$ cat config.mk
export PLATFORM = sky130hd
export DESIGN_NAME = bbc_slow_access_seq
export DESIGN_NICKNAME = d
export VERILOG_FILES = /design/src/rtl/bbc_slow_access_seq.sv
export SDC_FILE = /design/constraint.sdc
export NUM_CORES = 1
export LEC_CHECK = 0
export ABC_AREA = 1
export BUFFER_PORTS_ARGS = -buffer_cell sky130_fd_sc_hd__buf_4
export CAP_MARGIN = 20
export CORE_UTILIZATION = 34
export DETAILED_ROUTE_END_ITERATION = 7
export GPL_ROUTABILITY_DRIVEN = 0
export PLACE_DENSITY = 0.6
export SETUP_SLACK_MARGIN = 0.4
export SYNTH_ARGS = -nofsm -noshare
export SYNTH_HDL_FRONTEND = slang
export SYNTH_SLANG_ARGS = --single-unit
$ cat constraint.sdc
create_clock -name hsclk -period 1.6 [get_ports hsclk]
set_input_delay 0.16 -clock hsclk [delete_from_list [all_inputs] [get_ports hsclk]]
set_output_delay 0.16 -clock hsclk [all_outputs]
set_load 0.1 [all_outputs]
$ cat src/rtl/bbc_slow_access_seq.sv
// Sequences one 65816 BBC-bus access on hsclk: stalls the CPU via RDY, aligns the
// access to one complete BBC PHI2 phase, captures read data, then releases the CPU.
module bbc_slow_access_seq #(
  parameter int SYNC_STAGES = 2,
  parameter int SAMPLE_DLY  = 5,
  parameter int TIMEOUT_W   = 10,
  parameter int TIMEOUT     = 1023
) (
  input  logic       hsclk,
  input  logic       resetb,
  input  logic       bbc_ck2_phi0,
  input  logic       req,
  input  logic       req_rnw,
  input  logic [7:0] req_wdata,
  input  logic [7:0] bbc_data_in,
  output logic       rdy_out,
  output logic       bbc_cycle_en,
  output logic       bbc_wr_en,
  output logic [7:0] bbc_wdata,
  output logic [7:0] rdata,
  output logic       rdata_valid,
  output logic       timeout_err
);

  typedef enum logic [2:0] {
    ST_IDLE,
    ST_WAIT_LO,
    ST_WAIT_RISE,
    ST_PHI2,
    ST_DONE
  } state_t;

  localparam logic [3:0]           SAMPLE_CNT = 4'(SAMPLE_DLY - 1);
  localparam logic [TIMEOUT_W-1:0] WDOG_LAST  = TIMEOUT_W'(TIMEOUT - 1);
  localparam logic [TIMEOUT_W-1:0] WDOG_ONE   = TIMEOUT_W'(1);

  state_t                 r_state;
  logic [SYNC_STAGES-1:0] r_sync;
  logic                   r_phi0_d;
  logic                   r_rnw;
  logic                   r_captured;
  logic [3:0]             r_cnt;
  logic [TIMEOUT_W-1:0]   r_wdog;
  logic                   r_cycle_en;
  logic                   r_wr_en;
  logic [7:0]             r_wdata;
  logic [7:0]             r_rdata;
  logic                   r_rdata_valid;
  logic                   r_timeout_err;

  logic w_phi0_s;
  logic w_rise;
  logic w_fall;
  logic w_wdog_exp;
  logic w_sample_pt;

  function automatic logic [3:0] sat_inc4(input logic [3:0] v);
    return (v == 4'hF) ? v : v + 4'd1;
  endfunction

  assign w_phi0_s    = r_sync[SYNC_STAGES-1];
  assign w_rise      = w_phi0_s & ~r_phi0_d;
  assign w_fall      = ~w_phi0_s & r_phi0_d;
  assign w_wdog_exp  = (r_wdog == WDOG_LAST);
  assign w_sample_pt = r_rnw & ~r_captured & (r_cnt == SAMPLE_CNT);

  // RDY falls in the request cycle itself and is forced high while in reset.
  assign rdy_out = ~resetb | (r_state == ST_DONE) | ((r_state == ST_IDLE) & ~req);

  assign bbc_cycle_en = r_cycle_en;
  assign bbc_wr_en    = r_wr_en;
  assign bbc_wdata    = r_wdata;
  assign rdata        = r_rdata;
  assign rdata_valid  = r_rdata_valid;
  assign timeout_err  = r_timeout_err;

  always_ff @(posedge hsclk or negedge resetb) begin
    if (!resetb) begin
      r_sync        <= '0;
      r_phi0_d      <= 1'b0;
      r_state       <= ST_IDLE;
      r_rnw         <= 1'b0;
      r_captured    <= 1'b0;
      r_cnt         <= '0;
      r_wdog        <= '0;
      r_cycle_en    <= 1'b0;
      r_wr_en       <= 1'b0;
      r_wdata       <= '0;
      r_rdata       <= '0;
      r_rdata_valid <= 1'b0;
      r_timeout_err <= 1'b0;
    end else begin
      r_sync        <= {r_sync[SYNC_STAGES-2:0], bbc_ck2_phi0};
      r_phi0_d      <= w_phi0_s;
      r_rdata_valid <= 1'b0;

      case (r_state)
        ST_IDLE: begin
          if (req) begin
            r_rnw         <= req_rnw;
            r_wdata       <= req_wdata;
            r_timeout_err <= 1'b0;
            r_wdog        <= '0;
            r_captured    <= 1'b0;
            // Never join a PHI2 phase that is already under way.
            r_state       <= w_phi0_s ? ST_WAIT_LO : ST_WAIT_RISE;
          end
        end

        ST_WAIT_LO: begin
          if (!w_phi0_s) begin
            r_state <= ST_WAIT_RISE;
            r_wdog  <= '0;
          end else if (w_wdog_exp) begin
            r_state       <= ST_DONE;
            r_timeout_err <= 1'b1;
            r_rdata_valid <= 1'b1;
            r_wdog        <= '0;
          end else begin
            r_wdog <= r_wdog + WDOG_ONE;
          end
        end

        ST_WAIT_RISE: begin
          if (w_rise) begin
            r_state    <= ST_PHI2;
            r_cnt      <= '0;
            r_cycle_en <= 1'b1;
            r_wr_en    <= ~r_rnw;
            r_wdog     <= '0;
          end else if (w_wdog_exp) begin
            r_state       <= ST_DONE;
            r_timeout_err <= 1'b1;
            r_rdata_valid <= 1'b1;
            r_wdog        <= '0;
          end else begin
            r_wdog <= r_wdog + WDOG_ONE;
          end
        end

        ST_PHI2: begin
          if (w_fall) begin
            r_state       <= ST_DONE;
            r_cycle_en    <= 1'b0;
            r_wr_en       <= 1'b0;
            r_rdata_valid <= 1'b1;
            r_wdog        <= '0;
            // Late-phase fallback when the sample point lies beyond this phase.
            if (r_rnw && !r_captured) begin
              r_rdata    <= bbc_data_in;
              r_captured <= 1'b1;
            end
          end else if (w_wdog_exp) begin
            r_state       <= ST_DONE;
            r_cycle_en    <= 1'b0;
            r_wr_en       <= 1'b0;
            r_timeout_err <= 1'b1;
            r_rdata_valid <= 1'b1;
            r_wdog        <= '0;
          end else begin
            r_wdog <= r_wdog + WDOG_ONE;
            r_cnt  <= sat_inc4(r_cnt);
            if (w_sample_pt) begin
              r_rdata    <= bbc_data_in;
              r_captured <= 1'b1;
            end
          end
        end

        ST_DONE: begin
          r_state <= ST_IDLE;
          r_wdog  <= '0;
        end

        default: begin
          r_state <= ST_IDLE;
        end
      endcase
    end
  end

endmodule

After elaboration in Yosys (flattened, before gate mapping):

Index checks and enable logic that the tools add are counted.

* flip-flop bits (word level): 42
* word-level logic and storage cells: 107

* $add $sub $neg: 2
* equal/unequal tests: 20
* mux-type cells: 44
* bitwise operators: 13
* reductions and logical operators: 15

Operator list (count)
* two-way mux 10 bit: 5
* one-hot mux 10 bit (5 select lines): 1
* two-way mux 8 bit: 4
* two-way mux 1 bit: 17
* two-way mux 4 bit: 4
* != test 2 bit (second input constant): 8
* two-way mux 3 bit: 5
* AND reduction 5 bit: 3
* != test 3 bit (second input constant): 4
* one-hot mux 3 bit (4 select lines): 1
* adder 10 x 1 -> 10 bit (second input constant): 1
* == test 10 bit (second input constant): 1
* one-hot mux 4 bit (2 select lines): 1
* == test 3 x 2 -> 1 bit (second input constant): 2
* NOT 1 bit: 6
* one-hot mux 1 bit (2 select lines): 3
* nonzero test 2 bit: 3
* AND 1 bit: 5
* nonzero test 5 bit: 1
* adder 4 x 1 -> 4 bit (second input constant): 1
* == test 4 x 3 -> 1 bit (second input constant): 1
* == test 4 bit (second input constant): 1
* one-hot mux 1 bit (4 select lines): 1
* AND reduction 2 bit: 2
* other kinds (12): 13

Depth between registers and ports, before layout:

* depth in word-level cells: 7
* mapped depth: 10
* mapped depth without buffers: 10

Worst setup path after synthesis:

Ideal clock, no wire load.

* path kind: register -> output
* start point: register r_state[1]
* end point: output rdy_out
* arrival: 1.561 ns
* data required time: 1.440 ns
* path slack: -0.121 ns
* stages on the path, launching flop included: 8
* path buffers: 0
* path through: dfrtp_1 > inv_1 > nand2_2 > nor2_1 > inv_1 > nor2_1 > inv_1 > nand3_1

* word-level cells in the longest chain between the ends: 3

RTL lines
* start, declared: RTL line 37 `state_t r_state;`
* start signal, assigned: RTL line 106 `r_state <= w_phi0_s ? ST_WAIT_LO : ST_WAIT_RISE;`
* == test 3 bit / logical NOT 3 bit (equally long branches): RTL line 68 `assign rdy_out = ~resetb | (r_state == ST_DONE) | ((r_state == ST_IDLE) & ~req);`
* bitwise OR 1 bit / AND 1 bit (equally long branches): RTL line 68
* bitwise OR 1 bit (*): RTL line 68
* end, declared: RTL line 16 `output logic rdy_out,`

Every way passes the cells marked *; elsewhere a longest branch is shown, timed or not.

Worst setup path in the final report:

Same ends and word-level chain as after synthesis.

==> flow_summary.toml <==
[outcome]
status = "complete, no violations"

[route]
drc = 0
drt_iter0_drc = 72
wl_mm = 5.816
via_per_inst = 4.603
wl_per_cell_um = 13.19
num_vias = 2030
drtPass1Iterations = 4
drtAntennaViolNets = 0

[setup_path]
crit_type = "reg -> out"
r2r_setup_slack_ps = 50
reg2reg_to = "r_state[1]$_DFFE_PN0N_"
crit_fanout = 3
worstPathArrival_ps = 1400
r2r_cells = 12
start_kind = "flip-flop"
end_kind = "output port"
reg2reg_from = "r_state[1]$_DFFE_PN0N_"
critPathRequiredTime_ps = 1440

[cts]
cts_root_buffer = "clkbuf_8"
cts_sinks = 42
h-tree-depth = 2
cts_tree = "built"
clock_tree.buffer_depth = 2
cts-buffers-inserted = 5
clk_latency_ps = 300
clk_pin_slew_worst_paths_ps = 90

[synth]
yosys.cell_types.count = 30
ys_warn_count = 0
synth_seq_cells = 42
syn_area_um2 = 2118
synth_fp_nets = 290
synthCells = 265
syn_avg_cell_area_um2 = 7.994
synth_seq_area_share_pct = 49.62

[sta]
period_needed_ps = 1560
clock_skew_ps = 13.19
worst_pin_slew_ps = 538.9
fmax_mhz = 641.2
grt_setup_unrepaired = "yes"
hold_viol = 0
setup_viol = 0
final_max_slew_viol_count = 0
period_share_pct = 97.47
max_slew_margin_pct = 64.08

[placement]
dpl-instance-area_um2 = 2579
hpwl_mm = 3.296
portBuffers = 41

[floorplan]
die-height_um = 80.93
core.rowCount = 28
io_pins = 42
die_w_um = 80.93
start_util_pct = 35.57
core_um2 = 5956
die_area_um2 = 6550

[pwr]
netSwitchingPower_uw = 3562
p_per_area_nw_per_um2 = 1934
clockPowerShare_pct = 11.6
swShare_pct = 54.46
pwr-share-seq_pct = 24.6
power_uw = 6540
comb_power_share_pct = 63.8
p_leak_uw = 0.001706
internal-power_uw = 2978
ir_worst_vdd_mv = 1.178

[grt]
grt_max_degree = 43
gr-total-overflow = 0
antenna_found_initial = 0
grt_pass1_vias = 1995
grt_use_total_pct = 18.90
grt_pass1_wl_mm = 9.252

[flow_run]
cap_violations = 0

[finish]
area_delta_synth_final_pct = 59.60
fillers = 518
finish.instance_area_um2 = 3381
layout.nets = 390
drive_above_1_share_pct = 51.09
multi_input_area_um2 = 1240
diodes = 0
regArea_um2 = 1054

[worst_hold_path]
hold_start = "bbc_data_in[7]"
holdPathStages = 3
hold_path_class = "in -> reg"
hold_end = "rdata[7]$_DFFE_PN0P_"
==> stage by stage <==
step / setup WS, ps / hold slack [ps] / instances / TNS (ps) / utilization, %
final: 40.44 / 51.39 / 441 / 0 / 56.76
after floorplan: 218.1 / -135.6 / 265 / 0 / -
after detailed placement: 42.26 / 272.9 / 384 / 0 / 43.30
after global placement: 100.3 / 274.7 / 384 / 0 / 43.30
after CTS: 40.99 / 40.36 / 429 / 0 / 53.26
after global routing: -6.001 / 38.86 / 441 / -9.487 / 56.76
==> cells in the final DEF (no fill, tap or decap), types with 9 or more instances in the layout <==
cell	instances
nand2_2	24
buf_6	12
dfrtp_1	40
inv_2	10
inv_1	18
nand2_1	80
buf_4	77
nand2_4	11
nor2_4	9
nor2_1	11
==> sequential cells by signal (all words and copies together) (netlist names) <==
signal / flops
r_phi0_d: 1
r_wdog: 10
bbc_wdata: 8
bbc_wr_en: 1
rdata_valid: 1
bbc_cycle_en: 1
r_sync: 2
r_cnt: 4
r_captured: 1
rdata: 8
timeout_err: 1
r_rnw: 1
r_state: 3
==> cells in the mapped netlist (all sizes together) <==
cell type	count	area share, %
a21oi	2	0.47
a31oi	1	0.30
buf	2	0.77
clkinv	1	0.18
dfrtp	42	50
ha	4	2.4
inv	31	5.6
nand2	115	22
nand3	16	4.8
nand4	4	1.2
nor2	24	5.9
nor3	1	0.24
o2111ai	1	0.41
o21ai	14	3.8
o21bai	1	0.35
or2	2	0.59
xnor2	1	0.41
xor2	3	1.2
==> cell type report <==
| class | instances | area share (%) |
|---|---|---|
| clock inverters | 2 | 0.4811 |
| multi-input cells | 191 | 36.68 |
| repair buffers | 92 | 22.28 |
| clock buffers | 6 | 2.443 |
| inverters | 32 | 3.997 |
| well taps | 75 | 2.776 |
| repair inverters | 1 | 0.1850 |
| flip-flops and latches | 42 | 31.16 |
==> kinds of logic (layout without fill, tap and decap cells) <==
| family | count (synthesis) | after routing | synth area share (%) |
|---|---|---|---|
| AND/OR/NAND/NOR | 162 | 163 | 34.44 |
| flip-flops | 42 | 42 | 49.62 |
| buffers and inverters | 34 | 133 | 6.556 |
| AO/OA/AOI/OAI | 19 | 20 | 5.376 |
| adder cells (fa/ha/maj) | 4 | 4 | 2.363 |
| XOR/XNOR | 4 | 4 | 1.654 |
==> metal layers <==
layer  GRT usage [%]  up-vias  part of all wire, %
li1                -     1024                    -
met1           23.06      954                   42
met2           32.35       41                   52
met3           3.596       11                  3.4
met4           8.214        0                  2.2
met5               0        -                    0
==> worst max path at each step <==
stage	end	start	depth (start not counted)
CTS	rdy_out	r_state[1]$_DFFE_PN0N_	8
detailed placement	rdata[6]$_DFFE_PN0P_	r_wdog[0]$_DFFE_PN0P_	9
finish	rdy_out	r_state[1]$_DFFE_PN0N_	8
floorplan	rdata[0]$_DFFE_PN0P_	r_wdog[0]$_DFFE_PN0P_	9
global placement	r_wdog[1]$_DFFE_PN0P_	r_state[2]$_DFFE_PN0N_	7
global route	rdy_out	r_state[0]$_DFFE_PN0N_	8
==> power by group through the flow <==
| stage | logic [uW] | registers, uW | clock network [uW] |
|---|---|---|---|
| global route | 4390 | 1650 | 823 |
| global placement | 3190 | 1610 | 0 |
| CTS | 3800 | 1610 | 770 |
| detailed placement | 3220 | 1610 | 0 |
| floorplan | 929 | 3170 | 0 |
| finish | 4170 | 1610 | 756 |
==> repair_timing <==
action	in CTS	in global routing
endpoints found under the hold margin	43	0
hold buffers	2	0
pin swaps	16	27
endpoints found under the setup margin	40	40
gates cloned	4	0
buffers inserted	31	12
resized for setup	67	39
==> worst max-delay path: stages, from the launching register on <==
cell     delay [ps]
dfrtp_1         420
inv_2            80
nand2_2          60
nor2_1           80
inv_1            70
nor2_4           90
inv_2            60
nand3_4          60
buf_12          170
(Power assumes the default switching activity.)
